File: src/rtl/norm_32_pkg.sv
// Shared types and constants for the norm_32 normalizer: FSM states,
// binary-search stage widths and the shift-amount width.
package norm_32_pkg;

  localparam int DATA_W   = 32;
  localparam int SA_W     = 5;
  localparam int N_STAGES = 5;

  localparam int STAGE_W0 = 16;
  localparam int STAGE_W1 = 8;
  localparam int STAGE_W2 = 4;
  localparam int STAGE_W3 = 2;
  localparam int STAGE_W4 = 1;

  typedef enum logic [1:0] {
    IDLE,
    RUN,
    DONE
  } state_e;

  typedef logic [2:0] stage_t;

  localparam stage_t          LAST_STAGE = stage_t'(N_STAGES - 1);
  // Stage k decides Sa bit (SA_W-1-k), so the bit mask is this constant shifted right by k.
  localparam logic [SA_W-1:0] SA_MSB     = 5'b10000;

  function automatic int stage_width(input stage_t k);
    case (k)
      3'd0:    return STAGE_W0;
      3'd1:    return STAGE_W1;
      3'd2:    return STAGE_W2;
      3'd3:    return STAGE_W3;
      default: return STAGE_W4;
    endcase
  endfunction

endpackage

File: src/rtl/norm_32_step.sv
// One binary-search stage of norm_32: decides whether the top bits of V are
// insignificant for width w and, if so, shifts them out. Signed test only when
// NORM_32_SIGNED_EN is defined.
module norm_step
  import norm_32_pkg::*;
(
  input  logic [DATA_W-1:0] v,
  input  stage_t            k,
  input  logic              mode,
  output logic [DATA_W-1:0] v_out,
  output logic              take
);

  localparam logic [DATA_W-1:0] ALL_ONES = '1;

  int                w;
  logic [DATA_W-1:0] mask_u;
  logic              take_u;

`ifdef NORM_32_SIGNED_EN
  logic [DATA_W-1:0] mask_s;
  logic              take_s;
`else
  logic              unused_mode;
  assign unused_mode = mode;
`endif

  // NOTE: every signal assigned in this block gets a value on every path, so no latch is inferred.
  always_comb begin
    w      = stage_width(k);
    mask_u = ~(ALL_ONES >> w);
    take_u = (v & mask_u) == '0;
`ifdef NORM_32_SIGNED_EN
    // w+1 bits must match the sign so the bit left at position 31 is still the sign.
    mask_s = ~(ALL_ONES >> (w + 1));
    take_s = ((v ^ {DATA_W{v[DATA_W-1]}}) & mask_s) == '0;
    take   = mode ? take_s : take_u;
`else
    take   = take_u;
`endif
    v_out  = take ? (v << w) : v;
  end

endmodule

File: src/rtl/norm_32.sv
// norm_32: multi-cycle 32-bit normalizer (16/8/4/2/1 binary search, one stage
// per clock, start/busy/done handshake). NORM_32_SIGNED_EN enables signed mode via Arith.
module norm_32
  import norm_32_pkg::*;
(
  input  logic              Clk,
  input  logic              Rst,
  input  logic              Start,
  input  logic [DATA_W-1:0] X,
  input  logic              Arith,
  output logic              Busy,
  output logic              Done,
  output logic [SA_W-1:0]   Sa,
  output logic [DATA_W-1:0] Norm,
  output logic              Zero
);

  state_e            state_q, state_d;
  stage_t            k_q, k_d;
  logic [DATA_W-1:0] v_q, v_d;
  logic              mode_q, mode_d;
  logic [SA_W-1:0]   sa_acc_q, sa_acc_d;
  logic [SA_W-1:0]   sa_q, sa_d;
  logic [DATA_W-1:0] norm_q, norm_d;
  logic              zero_q, zero_d;

  logic              mode_in;
  logic [DATA_W-1:0] step_v;
  logic              step_take;

`ifdef NORM_32_SIGNED_EN
  assign mode_in = Arith;
`else
  logic unused_arith;
  assign unused_arith = Arith;
  assign mode_in      = 1'b0;
`endif

  norm_step u_step (
    .v     (v_q),
    .k     (k_q),
    .mode  (mode_q),
    .v_out (step_v),
    .take  (step_take)
  );

  always_comb begin
    state_d  = state_q;
    k_d      = k_q;
    v_d      = v_q;
    mode_d   = mode_q;
    sa_acc_d = sa_acc_q;
    sa_d     = sa_q;
    norm_d   = norm_q;
    zero_d   = zero_q;

    case (state_q)
      RUN: begin
        v_d = step_v;
        if (step_take) sa_acc_d = sa_acc_q | (SA_MSB >> k_q);
        if (k_q == LAST_STAGE) begin
          state_d = DONE;
          // Shifts never discard significant bits, so V ends at zero only if X was zero.
          zero_d  = (step_v == '0);
          sa_d    = zero_d ? '0 : sa_acc_d;
          norm_d  = step_v;
        end else begin
          k_d = k_q + 3'd1;
        end
      end
      default: begin
        if (state_q == DONE) state_d = IDLE;
        if (Start) begin
          state_d  = RUN;
          v_d      = X;
          mode_d   = mode_in;
          sa_acc_d = '0;
          k_d      = '0;
        end
      end
    endcase
  end

  // NOTE: sequential state uses non-blocking assignments so every flop samples pre-edge values.
  always_ff @(posedge Clk or posedge Rst) begin
    if (Rst) begin
      state_q  <= IDLE;
      k_q      <= '0;
      v_q      <= '0;
      mode_q   <= 1'b0;
      sa_acc_q <= '0;
      sa_q     <= '0;
      norm_q   <= '0;
      zero_q   <= 1'b0;
    end else begin
      state_q  <= state_d;
      k_q      <= k_d;
      v_q      <= v_d;
      mode_q   <= mode_d;
      sa_acc_q <= sa_acc_d;
      sa_q     <= sa_d;
      norm_q   <= norm_d;
      zero_q   <= zero_d;
    end
  end

  assign Busy = (state_q == RUN);
  assign Done = (state_q == DONE);
  assign Sa   = sa_q;
  assign Norm = norm_q;
  assign Zero = zero_q;

endmodule

File: config.mk
export PLATFORM = sky130hd
export DESIGN_NAME = norm_32
export DESIGN_NICKNAME = d
export VERILOG_FILES = /design/src/rtl/norm_32_pkg.sv /design/src/rtl/norm_32_step.sv /design/src/rtl/norm_32.sv
export SDC_FILE = /design/constraint.sdc
export NUM_CORES = 1
export LEC_CHECK = 0
export CAP_MARGIN = 20
export CORE_AREA = 3 3 106 209
export CTS_CLUSTER_SIZE = 16
export DETAILED_ROUTE_END_ITERATION = 10
export DIE_AREA = 0 0 109 212
export GPL_TIMING_DRIVEN = 0
export MAX_ROUTING_LAYER = met4
export SYNTH_ARGS = -nofsm -noshare
export SYNTH_HDL_FRONTEND = slang
export SYNTH_SLANG_ARGS = --single-unit
export TNS_END_PERCENT = 30
File: constraint.sdc
create_clock -name Clk -period 5.2 [get_ports Clk]
set_clock_uncertainty 0.05 [all_clocks]
set_input_delay 1.04 -clock Clk [delete_from_list [all_inputs] [get_ports Clk]]
set_output_delay 1.04 -clock Clk [all_outputs]
set_load 0.02 [all_outputs]
==> results.toml <==
[floorplan]
die_h_um = 212
initial_core_util_pct = 30.91
ios = 76
die_area_um2 = 23110
core_area_um2 = 20650
num_rows = 74
die_w_um = 109

[outcome]
status = "complete, no violations"

[logic_synthesis]
syn-num-nets = 785
ys_warn_count = 0
ys_ff_latch = 80
synthFlopType = "dfrtp_1"
synth_edf_count = 0
postSynthAreaPerCell_um2 = 8.590
synth_cells = 743
async_reset_ff_share_pct = 100.0
syn_area_um2 = 6382
yosysSeqAreaShare_pct = 31.37
yosys.cell_types.count = 72

[cts]
path_clk_slew_ns = 0.07
cts_buffers = 9
cts_root_buf = "clkbuf_16"
clock_latency_ns = 0.36
cts_tree = "built"
ctsHtreeMaxLevel = 3
cts_buffer_depth = 2
cts_sinks = 80

[global_routing]
track_usage_pct = 30.41
grt_pass1_vias = 7140
use_met1_pct = 30.79
grtUsageMet2_pct = 50.32
antenna_found_initial = 1
grt-busiest-layer = "met2"
grt_pass1_wl_um = 48380
grtUsageMet3_pct = 4.284
grt_overflow = 0
grt_max_degree = 49

[worst_hold_path]
hold_path_depth = 2
hold_end = "Norm[4]"
min-delay-start = "Norm[4]"
hold_path.class = "reg2reg"

[sta]
max_freq_ghz = 0.1958
setup_viol = 0
final.period_utilization_pct = 98.23
final-hold-violation-count = 0
slew_headroom_pct = 29.63
maxSlewViolCount = 0
rsz0062_at_grt = "no"
period_minus_slack_ns = 5.108
tightest_slew_ns = 1.056

[setup_path]
start_kind = "flop"
crit_chain = "buf_4 -> inv_1 -> buf_2 -> clkbuf_4 -> ha_1 -> buf_2 -> clkbuf_4 -> buf_2 -> buf_2 -> a2bb2oi_2 -> o21ai_0 -> nor4b_1 -> mux2i_1 -> or3_1 -> a21bo_1"
r2r_slack_ns = 0.09
worstPathRequired_ns = 5.41
r2r-start = "k_q[2]"
r2r-end = "Sa[1]"
end_kind = "flop"
cpMostUsedCell = "buf_2"
reg2regPathDepth = 15
cpPeakStageDelay_ns = 0.47
critPathSlowestCell = "or3_1"
cp_max_fo = 11
criticalPathCategory = "reg2reg"
cp.arrival_ns = 5.31

[power_and_ir_drop]
power_mw = 6.876
peakVddDrop_uv = 303.1
leakagePower_nw = 3.020
p_per_area_nw_per_um2 = 874.4

[drt]
wl_per_cell_um = 30.49
drcViolationCount = 0
vias = 7021
ant_nets = 0
drt_iter0_drc = 597
wl_um = 33630
avgViaCountPerCell = 6.365
drtPass1Iterations = 6

[job]
drv_cap = 0

[finish]
drive_above_1_share_pct = 11.72
areaGrowthSynthToFinish_pct = 23.21
layout.core_utilization_pct = 38.09
stdcell_count = 1103
num-nets-final = 873

[placed_design]
placed_cells = 1084
dp.final_hpwl_um = 26020
port_buffers = 73
gp_congestion = 1.042
critical path, delay by kind of cell, from the launching register on:
family,cells,cell delay [ns]
simple gates,2,0.89
buf+inv,8,2.39
flops,1,0.37
fa+ha+maj,1,0.18
compound gates,3,0.87
mux,1,0.24
synth_stat cells (3+ instances only):
cell type   n  area [um2]
a211oi_1   24       180.2
a21oi_1    75       375.4
a221o_1     6       60.06
a221oi_1    5       43.79
a222oi_1    3       30.03
a22o_1      3       26.28
a22oi_1     5       37.54
a31oi_1    11       68.82
a32oi_1     6       52.55
and2_1      4       25.02
buf_1       4       15.01
buf_2      17       85.08
buf_6       3       33.78
clkbuf_1   44       165.2
dfrtp_1    80        2002
ha_1        6       75.07
inv_1      22       82.58
mux2_1      3       33.78
mux2_2     16       180.2
mux2i_1    36       360.4
mux4_2     22       495.5
nand2_1    67       251.5
nand2b_1   11       68.82
nand3_1    11       55.05
nand3b_1    3       22.52
nand4_1     5       31.28
nor2_1     57       214.0
nor2b_1    32       200.2
nor3_1     16       80.08
nor4_1      5       31.28
o211a_1     5       50.05
o211ai_1    5       37.54
o21a_1      3       22.52
o21ai_0    57       285.3
o21bai_1    3       22.52
o221ai_1    3       26.28
o22a_1      4       35.03
o22ai_1    12       75.07
o31ai_1     3       22.52
o32a_1      3       30.03
logic make-up (layout without fill, tap and decap cells):
| kind of cell | after synthesis | after routing | share of synthesized area (%) |
|---|---|---|---|
| and+or+nand+nor | 225 | 225 | 17.25 |
| adders and majority gates | 6 | 6 | 1.176 |
| AOI/OAI and AO/OA | 259 | 259 | 26.62 |
| DFF | 80 | 80 | 31.37 |
| other | 0 | 1 | 0 |
| muxes | 79 | 79 | 17.23 |
| buffers and inverters | 94 | 187 | 6.351 |
routing by layer:
layer | wire length, um | up-vias
met5 | 0 | -
met1 | 11160 | 3415
met2 | 16860 | 433
li1 | - | 2969
met4 | 3615 | 0
met3 | 1988 | 204
layout by cell type, fill, tap and decap left out, drive strengths merged, types with 24 or more instances in the layout:
master,n
mux2i,36
nor2b,32
nand2,67
nor2,58
inv,26
buf,28
clkdlybuf4s50,73
clkbuf,56
o21ai,58
a21oi,75
a211oi,24
dfrtp,80
power by group:
group / switching (mW) / internal [mW]
combinational: 3.12 / 1.70
sequential: 0.406 / 0.910
clock: 0.305 / 0.433
cell type report:
type	instances	area (um2)
fill	2137	12780
multi-input combinational	569	3998
sequential	80	2002
timing repair buffer	77	778.2
tap	266	332.8
buffer	71	326.6
clock buffer	9	225.2
clock inverter	7	110.1
inverter	23	88.84
antenna	1	2.502
metrics by stage:
stage	setup TNS, ns	instance area [um2]	setup slack (ns)	hold WS (ns)
after global routing	0	7864	0.04509	0.4548
after floorplan	0	6382	1.421	0.4119
after detailed placement	-3.283	7481	-0.5680	0.4238
after global placement	-4.565	7446	-0.7094	0.4144
final	0	7864	0.09207	0.4270
after CTS	0	7838	0.08101	0.4386
how the worst max path moves through the flow:
stage / startpoint / endpoint / slack (ns)
final: k_q[2] / Sa[1] / 0.09
after global routing: k_q[2] / Sa[1] / 0.05
after CTS: k_q[2] / Sa[1] / 0.08
after detailed placement: k_q[2] / Sa[1] / -0.57
after global placement: k_q[2] / Sa[1] / -0.71
after floorplan: k_q[2] / Sa[1] / 1.42
flip-flops by register name, indices dropped and copies added (netlist names):
signal    count
Norm         32
sa_acc_q      5
state_q       2
Sa            5
k_q           3
Zero          1
v_q          32
what timing repair did:
item / 4_1_cts / 5_1_grt
hold buffers: 0 / 0
resized for setup: 4 / 4
pin swaps: 1 / 1
setup buffers: 1 / 1
endpoints found under the setup margin: 12 / 7
No activity file was read; power rests on OpenSTA's default activity.
